<file path="src/rtl/nes_bus_pkg.sv">
// Shared NES bus definitions: DMA state encoding, fixed register addresses
// and memory read latency used by the bus-mastering DMA blocks.
package nes_bus_pkg;

    typedef enum logic [2:0] {
        IDLE,
        HALT,
        ALIGN,
        READ,
        WRITE
    } dma_state_t;

    localparam logic [15:0] DMA_REG_ADDR  = 16'h4014;
    localparam logic [15:0] OAM_DATA_ADDR = 16'h2004;

    // Read data appears this many cycles after the address is presented;
    // the READ -> WRITE pairing in the DMA relies on it being 1.
    localparam int unsigned MEM_RD_LATENCY = 1;

endpackage

</file>
<file path="src/rtl/nes_bus_mux.sv">
// Bus owner select: passes CPU address/wen/wdata to the memory bus unless a
// DMA engine owns the bus, in which case the DMA side is driven instead.
module nes_bus_mux (
    input  logic        dma_sel,
    input  logic [15:0] cpu_addr,
    input  logic        cpu_wen,
    input  logic [7:0]  cpu_wdata,
    input  logic [15:0] dma_addr,
    input  logic        dma_wen,
    input  logic [7:0]  dma_wdata,
    output logic [15:0] bus_addr,
    output logic        bus_wen,
    output logic [7:0]  bus_wdata
);

    // Select the bus master
    always_comb begin
        if (dma_sel) begin
            bus_addr  = dma_addr;
            bus_wen   = dma_wen;
            bus_wdata = dma_wdata;
        end else begin
            bus_addr  = cpu_addr;
            bus_wen   = cpu_wen;
            bus_wdata = cpu_wdata;
        end
    end

endmodule

</file>
<file path="src/rtl/oam_dma_ctrl.sv">
// Sprite (OAM) DMA sequencer. A CPU write to DMA_REG_ADDR latches a source
// page, stalls the CPU and copies XFER_LEN bytes from {page,idx} to
// OAM_DATA_ADDR, one read/write pair per byte.
// Optional build macro OAM_DMA_STALL_COUNT_EN adds the stall_cycles counter.
module oam_dma_ctrl #(
    parameter logic [15:0] DMA_REG_ADDR  = nes_bus_pkg::DMA_REG_ADDR,
    parameter logic [15:0] OAM_DATA_ADDR = nes_bus_pkg::OAM_DATA_ADDR,
    parameter int unsigned XFER_LEN      = 256
) (
    input  logic        clk,
    input  logic        rst,
    input  logic [15:0] cpu_addr,
    input  logic        cpu_wen,
    input  logic [7:0]  cpu_wdata,
    output logic        cpu_rdy,
    output logic [15:0] mem_addr,
    output logic        mem_wen,
    output logic [7:0]  mem_wdata,
    input  logic [7:0]  mem_rdata,
    output logic        dma_busy,
    output logic        dma_done
`ifdef OAM_DMA_STALL_COUNT_EN
    ,
    output logic [15:0] stall_cycles
`endif
);

    import nes_bus_pkg::*;

    localparam logic [7:0] LAST_IDX = 8'(XFER_LEN - 1);

    dma_state_t  state;
    dma_state_t  next_state;
    logic [7:0]  page;
    logic [7:0]  idx;
    logic        parity;
    logic        trigger;
    logic        last_byte;
    logic [15:0] dma_addr;
    logic        dma_wen;
    logic [7:0]  dma_wdata;

    assign trigger   = cpu_wen && (cpu_addr == DMA_REG_ADDR);
    assign last_byte = (idx == LAST_IDX);
    assign dma_busy  = (state != IDLE);

    // State register
    always_ff @(posedge clk or posedge rst) begin
        if (rst) begin
            state <= IDLE;
        end else begin
            state <= next_state;
        end
    end

    // Next-state logic; CPU inputs only matter in IDLE
    always_comb begin
        next_state = state;
        case (state)
            IDLE:    if (trigger) next_state = HALT;
            HALT:    next_state = parity ? ALIGN : READ;
            ALIGN:   next_state = READ;
            READ:    next_state = WRITE;
            WRITE:   next_state = last_byte ? IDLE : READ;
            default: next_state = IDLE;
        endcase
    end

    // DMA-side bus values per state
    always_comb begin
        dma_addr  = DMA_REG_ADDR;
        dma_wen   = 1'b0;
        dma_wdata = '0;
        case (state)
            READ: begin
                dma_addr = {page, idx};
            end
            WRITE: begin
                dma_addr  = OAM_DATA_ADDR;
                dma_wen   = 1'b1;
                dma_wdata = mem_rdata;
            end
            default: ;
        endcase
    end

    // Source page latch and byte index; idx wraps within the page
    always_ff @(posedge clk or posedge rst) begin
        if (rst) begin
            page <= '0;
            idx  <= '0;
        end else if (state == IDLE && trigger) begin
            page <= cpu_wdata;
            idx  <= '0;
        end else if (state == WRITE && !last_byte) begin
            idx <= idx + 8'd1;
        end
    end

    // Free-running get/put cycle parity
    always_ff @(posedge clk or posedge rst) begin
        if (rst) begin
            parity <= 1'b0;
        end else begin
            parity <= ~parity;
        end
    end

    // Registered CPU ready and one-cycle completion pulse
    always_ff @(posedge clk or posedge rst) begin
        if (rst) begin
            cpu_rdy  <= 1'b1;
            dma_done <= 1'b0;
        end else begin
            cpu_rdy  <= (next_state == IDLE);
            dma_done <= (state == WRITE) && last_byte;
        end
    end

`ifdef OAM_DMA_STALL_COUNT_EN
    // Saturating count of stalled CPU cycles since reset
    always_ff @(posedge clk or posedge rst) begin
        if (rst) begin
            stall_cycles <= '0;
        end else if (!cpu_rdy && stall_cycles != '1) begin
            stall_cycles <= stall_cycles + 16'd1;
        end
    end
`endif

    nes_bus_mux u_bus_mux (
        .dma_sel   (dma_busy),
        .cpu_addr  (cpu_addr),
        .cpu_wen   (cpu_wen),
        .cpu_wdata (cpu_wdata),
        .dma_addr  (dma_addr),
        .dma_wen   (dma_wen),
        .dma_wdata (dma_wdata),
        .bus_addr  (mem_addr),
        .bus_wen   (mem_wen),
        .bus_wdata (mem_wdata)
    );

endmodule
</file>
<file path="config.mk">
export PLATFORM = sky130hd
export DESIGN_NAME = oam_dma_ctrl
export DESIGN_NICKNAME = d
export VERILOG_FILES = /design/src/rtl/nes_bus_pkg.sv /design/src/rtl/nes_bus_mux.sv /design/src/rtl/oam_dma_ctrl.sv
export SDC_FILE = /design/constraint.sdc
export NUM_CORES = 1
export LEC_CHECK = 0
export ABC_AREA = 1
export BUFFER_PORTS_ARGS = -buffer_cell sky130_fd_sc_hd__buf_2
export CAP_MARGIN = 40
export CORE_ASPECT_RATIO = 1.5
export CORE_UTILIZATION = 30
export DETAILED_ROUTE_END_ITERATION = 12
export PLACE_DENSITY_LB_ADDON = 0.1
export SLEW_MARGIN = 5
export SYNTH_ARGS = -nofsm -noshare
export SYNTH_HDL_FRONTEND = slang
export SYNTH_SLANG_ARGS = --single-unit
</file>
<file path="constraint.sdc">
create_clock -name clk -period 1.6 [get_ports clk]
set_clock_uncertainty 0.1 [all_clocks]
set_input_delay 0.32 -clock clk [delete_from_list [all_inputs] [get_ports clk]]
set_output_delay 0.32 -clock clk [all_outputs]
set_load 0.05 [all_outputs]
</file>
Word-level counts from Yosys, hierarchy flattened
Index checks and enable logic that the tools add are counted.
- $add $sub $neg: 1
- multipliers: 0
- divide/modulo/power cells: 0
- $lt $le $gt $ge: 0
- equality and inequality tests: 6
- shift operators: 0
- mux-type cells: 12
- bitwise operators: 1
- reduce and logical (&&, ||, !) cells: 9
- operators by type and width (kind ; number):
    $mux 8 ; 4
    $pmux 16 s2 ; 1
    $eq 16x15->1 const B ; 1
    $mux 16 ; 1
    $pmux 3 s5 ; 1
    $add 8x1->8 const B ; 1
    $eq 8x8->1 const B ; 1
    $eq 3x2->1 const B ; 2
    $logic_not 3->1 ; 2
    $logic_and 1x1->1 ; 4
    $eq 3x1->1 const B ; 1
    $eq 3x3->1 const B ; 1
    $mux 1 ; 3
    $mux 3 ; 1
    $reduce_bool 3->1 ; 1
    $mux 2 ; 1
    $reduce_bool 2->1 ; 1
    $logic_not 1->1 ; 1
    $not 1->1 ; 1
- bits in registers: 22
- latch bits: 0
- memory bits (writable): 0
- memory bits (read-only): 0
- bits of input ports: 35
- logic and storage cells: 35
- memories: 0

Longest topological paths before layout
- depth after elaboration: 5
- gate-level depth with buffers: 9

Modules after synthesis
A second synthesis with hierarchy kept.
- cells, all modules: 271
- area total of the unflattened synthesis: 1741.7 sq um
- by module, submodules not included (module ; times used ; cells each ; area an instance (sq um)):
    oam_dma_ctrl ; 1 ; 190 ; 1402.6
    nes_bus_mux ; 1 ; 81 ; 339.1

Least setup slack after synthesis
No wires, ideal clock.
- path kind: reg-to-output
- start: register state[0]
- end: output mem_addr[0]
- arrival time: 2.081 ns
- slack: -0.901 ns
- cell stages (with the launch flop): 5
- path buffers: 1
- cell sequence: dfrtp_1 > nor2_4 > nand2_4 > buf_2 > o21ai_0
- RTL lines (what ; line ; text):
    start: declaration ; oam_dma_ctrl.sv:32 ; dma_state_t state;
    start signal: assignment ; oam_dma_ctrl.sv:52 ; state <= next_state;
    $reduce_bool 3->1 ; oam_dma_ctrl.sv:45 ; assign dma_busy = (state != IDLE);
    net dma_busy ; oam_dma_ctrl.sv:20 ; output logic dma_busy,
    $mux 16 ; nes_bus_mux.sv:18 ; if (dma_sel) begin
    end: declaration ; oam_dma_ctrl.sv:16 ; output logic [15:0] mem_addr,
The timed path passes the listed nets, and every way through them passes these cells.

Worst setup path after layout
- start: register state[0]
- end: output mem_addr[13]
- longest elaborated chain between the ends: 3
- RTL lines (what ; line ; text):
    $eq 3x3->1 / $eq 3x2->1 (equally long branches) ; oam_dma_ctrl.sv:74 ; case (state)
    $pmux 16 s2 ; oam_dma_ctrl.sv:74 ;
    $mux 16 (*) ; nes_bus_mux.sv:18 ;
Every way passes the cells marked *; elsewhere a longest branch is shown, timed or not.

==> out/summary.md <==
For this design the static power due to leakage is 0.001419 uW. Entering global routing, the biggest net connects 23 pins. The vertical extent of the die is 89.15 um, and the routed via count is 1798. After the first detailed-routing iteration, the DRC count stood at 61.

The depth of the CTS H-tree is 1. The worst register-to-register path has a depth of 10. The count of buffers inserted at the top-level ports is 62, and the final setup slack of the worst path is -339.8 ps. After clock tree synthesis, the clock-pin slew on the worst setup and hold paths is 80 ps.

The die is 60.10 um wide. Routability-driven placement finished with a final weighted congestion of 0.8052. The tools report the origin of the worst setup path as state[0].

The number of nets in the synthesized netlist is 256. The run gives 1520 ps as the signal arrival time at the worst endpoint. The critical path is of the reg -> out type.

The final global-route overflow total came out at 0. At the worst endpoint, the required time is 1180 ps. The power density of the placed cells came out at 2060 nW/um^2. The endpoint class of the critical path is a primary output.

Count of pins over their slew limit: 0. After the last flow step, the layout net total stands at 352. Registers take 554.3 sq um. The total of endpoints with negative setup slack in the final report is 37, and the number of iterations in the first detailed-routing pass is 5.

Max-cap violations in this run came to 0. In this run, CTS created clock tree buffers numbering 3. Root cell of the clock tree: sky130_fd_sc_hd__clkbuf_8. For this configuration, the core starts out at a cell density of 31.33%.

Static timing analysis puts the maximum clock frequency at 515.5 MHz. TritonCTS built the clock tree. The shortest clock period the worst path allows after layout was 1940 ps; the warning count from the yosys run was 0. The synthesized design contains 0 enable-type register cells. For this run, the number of standard cells in the final layout without fillers is 381. The tools report the maximum vdd ir drop as 0.0009874 V. Counting instances, the worst hold path has a depth of 3. Setup repair after global routing could not meet its margin everywhere. The average wire per cell in the routed design was 14.18 um; the remaining antenna violation count after routing was 0.

For the register-to-register setup slack, the log shows -90 ps. The number of top-level pins was 63; the aggregate routed wire length was 5.403 mm. The final count of hold timing violations is 0. For the number of antenna violations at the first check in global routing, the log shows 0. Along the worst path, the maximum fanout reaches 7. The worst path uses 121.2% of the clock period. Cell row count: 31. For the number of global-route vias before repair, the log shows 1759.

Global routing used 21.40% of the available tracks across all layers. The tools report the number of clock sinks as 22. The logs give 0 for the remaining routing DRC violations and 5358 sq um for the die footprint.

Synthesis handed over a netlist of 220 instances. The worst register-to-register path begins at state[0]. The share of post-route cells with drive strength above 1 was 51.43%; the worst slew margin relative to its limit was 78.12%.

The main flop type after synthesis was sky130_fd_sc_hd__dfrtp_1. Counting flops and latches in the post-synthesis netlist gives 22. Type of origin of the critical path: a flop. The share of synthesized flip-flops with an asynchronous set or reset was 100.0%; the post-synthesis area per instance was 6.904 sq um.

The flow ran to the end, but the final reports show violations. The checks that failed: setup timing. The worst-skew pair later-pin latency was 270 ps.

The number of antenna diodes in the final layout is 0. For the fill cell total of the finished layout, the log shows 486. The worst register-to-register path ends at idx[3].

For the placeable core region, the log shows 4848 sq um. The area growth from synthesis to layout is 78.91%. Sequential elements use 36.33% of the synthesized area.

The longest clock path from root to sink contains 2 buffers. The slew at the pin closest to its max-slew limit is 327.9 ps. The netlist uses 27 different library cells. After detailed routing, the number of vias per cell comes to 4.719. In the final layout, the multi-input gates occupy 1080 sq um. Measured on the finished design, the core utilization comes to 56.05%.

The mapped netlist covers 1519 sq um. Path category of the worst min-delay check: in -> reg. The critical path ends at mem_addr[13]. Detailed placer's ending HPWL: 3.797 mm.

For the number of placed instances, taps included, the log shows 364. The first global-routing pass estimated 8.418 mm of wire.
[power by group]
| part | switching, uW | internal (uW) | leakage [uW] |
|---|---|---|---|
| Clock | 203 | 178 | 0.0000228 |
| Combinational | 2660 | 1730 | 0.00113 |
| Sequential | 130 | 697 | 0.000263 |
| Total | 2990 | 2600 | 0.00142 |
[kinds of logic (layout without fill, tap and decap cells)]
group / count (synthesis) / after routing / synth area share [%]
AO/OA/AOI/OAI: 19 / 19 / 7.661
flip-flops: 22 / 22 / 36.33
buffers and inverters: 38 / 131 / 11.29
adder cells (fa/ha/maj): 1 / 1 / 0.8236
XOR/XNOR: 1 / 1 / 0.5767
AND/OR/NAND/NOR: 139 / 141 / 43.33
[per-layer routing]
| metal | global-route usage (%) | vias up | wire (um) |
|---|---|---|---|
| met5 | 0 | - | 0 |
| met4 | 6.342 | 0 | 95 |
| met3 | 2.750 | 7 | 179 |
| met2 | 39.86 | 48 | 3105 |
| met1 | 24.66 | 830 | 2021 |
| li1 | - | 913 | - |
[worst max-delay path: stages (launching register included)]
cell and delay, ps:
sky130_fd_sc_hd__dfrtp_2 440, sky130_fd_sc_hd__nor2_4 140, sky130_fd_sc_hd__buf_6 150, sky130_fd_sc_hd__nand2_8 80, sky130_fd_sc_hd__o211ai_1 200, sky130_fd_sc_hd__buf_4 230
[through the flow]
stage	instance area (sq um)	setup slack [ps]	hold slack [ps]	power [uW]	TNS (ps)
finish	2718	-339.8	211.5	5597	-6720
global route	2718	-409.6	216.4	5934	-9883
global placement	2107	-123.3	283.8	4014	-1844
detailed placement	2107	-122.4	287.1	4031	-2362
CTS	2459	-340.0	204.1	5122	-7509
floorplan	1608	-525.2	208.5	3213	-5905
[flip-flops by register name (all words and copies together), names as in the netlist]
register  flops
page          8
idx           8
parity        1
state         3
dma_done      1
cpu_rdy       1
[layout by cell type (no fill, tap or decap), types with 4 or more instances in the layout]
master,count
sky130_fd_sc_hd__buf_4,21
sky130_fd_sc_hd__dfrtp_1,19
sky130_fd_sc_hd__nand3_2,5
sky130_fd_sc_hd__inv_1,24
sky130_fd_sc_hd__nand2_2,9
sky130_fd_sc_hd__inv_2,5
sky130_fd_sc_hd__nor2_1,19
sky130_fd_sc_hd__nand2_4,13
sky130_fd_sc_hd__buf_6,26
sky130_fd_sc_hd__nand2_1,47
sky130_fd_sc_hd__nand3_1,19
sky130_fd_sc_hd__buf_8,12
sky130_fd_sc_hd__nor2_4,4
sky130_fd_sc_hd__nand4_1,16
sky130_fd_sc_hd__buf_2,36
sky130_fd_sc_hd__o21ai_2,6
[worst min-delay path by stage]
stage | from | end | slack [ps]
floorplan | rst | dma_done | 210
global placement | rst | page[3] | 280
detailed placement | rst | page[3] | 290
CTS | cpu_wdata[5] | page[5] | 200
global route | cpu_wdata[2] | page[2] | 220
finish | cpu_wdata[2] | page[2] | 210
[cell usage after synthesis (2+ instances only)]
master,instances,area (sq um)
sky130_fd_sc_hd__nor2_4,2,22.52
sky130_fd_sc_hd__dfrtp_1,21,525.5
sky130_fd_sc_hd__o22ai_1,3,18.77
sky130_fd_sc_hd__nand2_1,67,251.5
sky130_fd_sc_hd__buf_6,3,33.78
sky130_fd_sc_hd__buf_2,2,10.01
sky130_fd_sc_hd__nand4_1,16,100.1
sky130_fd_sc_hd__nor2_1,21,78.83
sky130_fd_sc_hd__inv_2,2,7.510
sky130_fd_sc_hd__o21bai_1,2,15.01
sky130_fd_sc_hd__nand3_1,25,125.1
sky130_fd_sc_hd__nor2_2,3,18.77
sky130_fd_sc_hd__clkbuf_1,2,7.510
sky130_fd_sc_hd__o21ai_0,10,50.05
sky130_fd_sc_hd__inv_1,28,105.1
sky130_fd_sc_hd__a32o_1,2,20.02
[final cells by class]
type                    instances  share of cell area (%)
multi-input cells             162                   39.73
repair buffers                 97                   30.94
flip-flops and latches         22                   20.40
inverters                      30                   4.236
well taps                      66                   3.039
clock buffers                   4                   1.657
[what timing repair did]
action,4_1_cts,5_1_grt
cloned,2,1
hold buffers,1,0
setup endpoints to repair,40,44
endpoints found under the hold margin,21,0
pin swaps,7,7
setup buffers,4,7
gates resized for setup,78,53
Power figures use the tool's default switching activity.
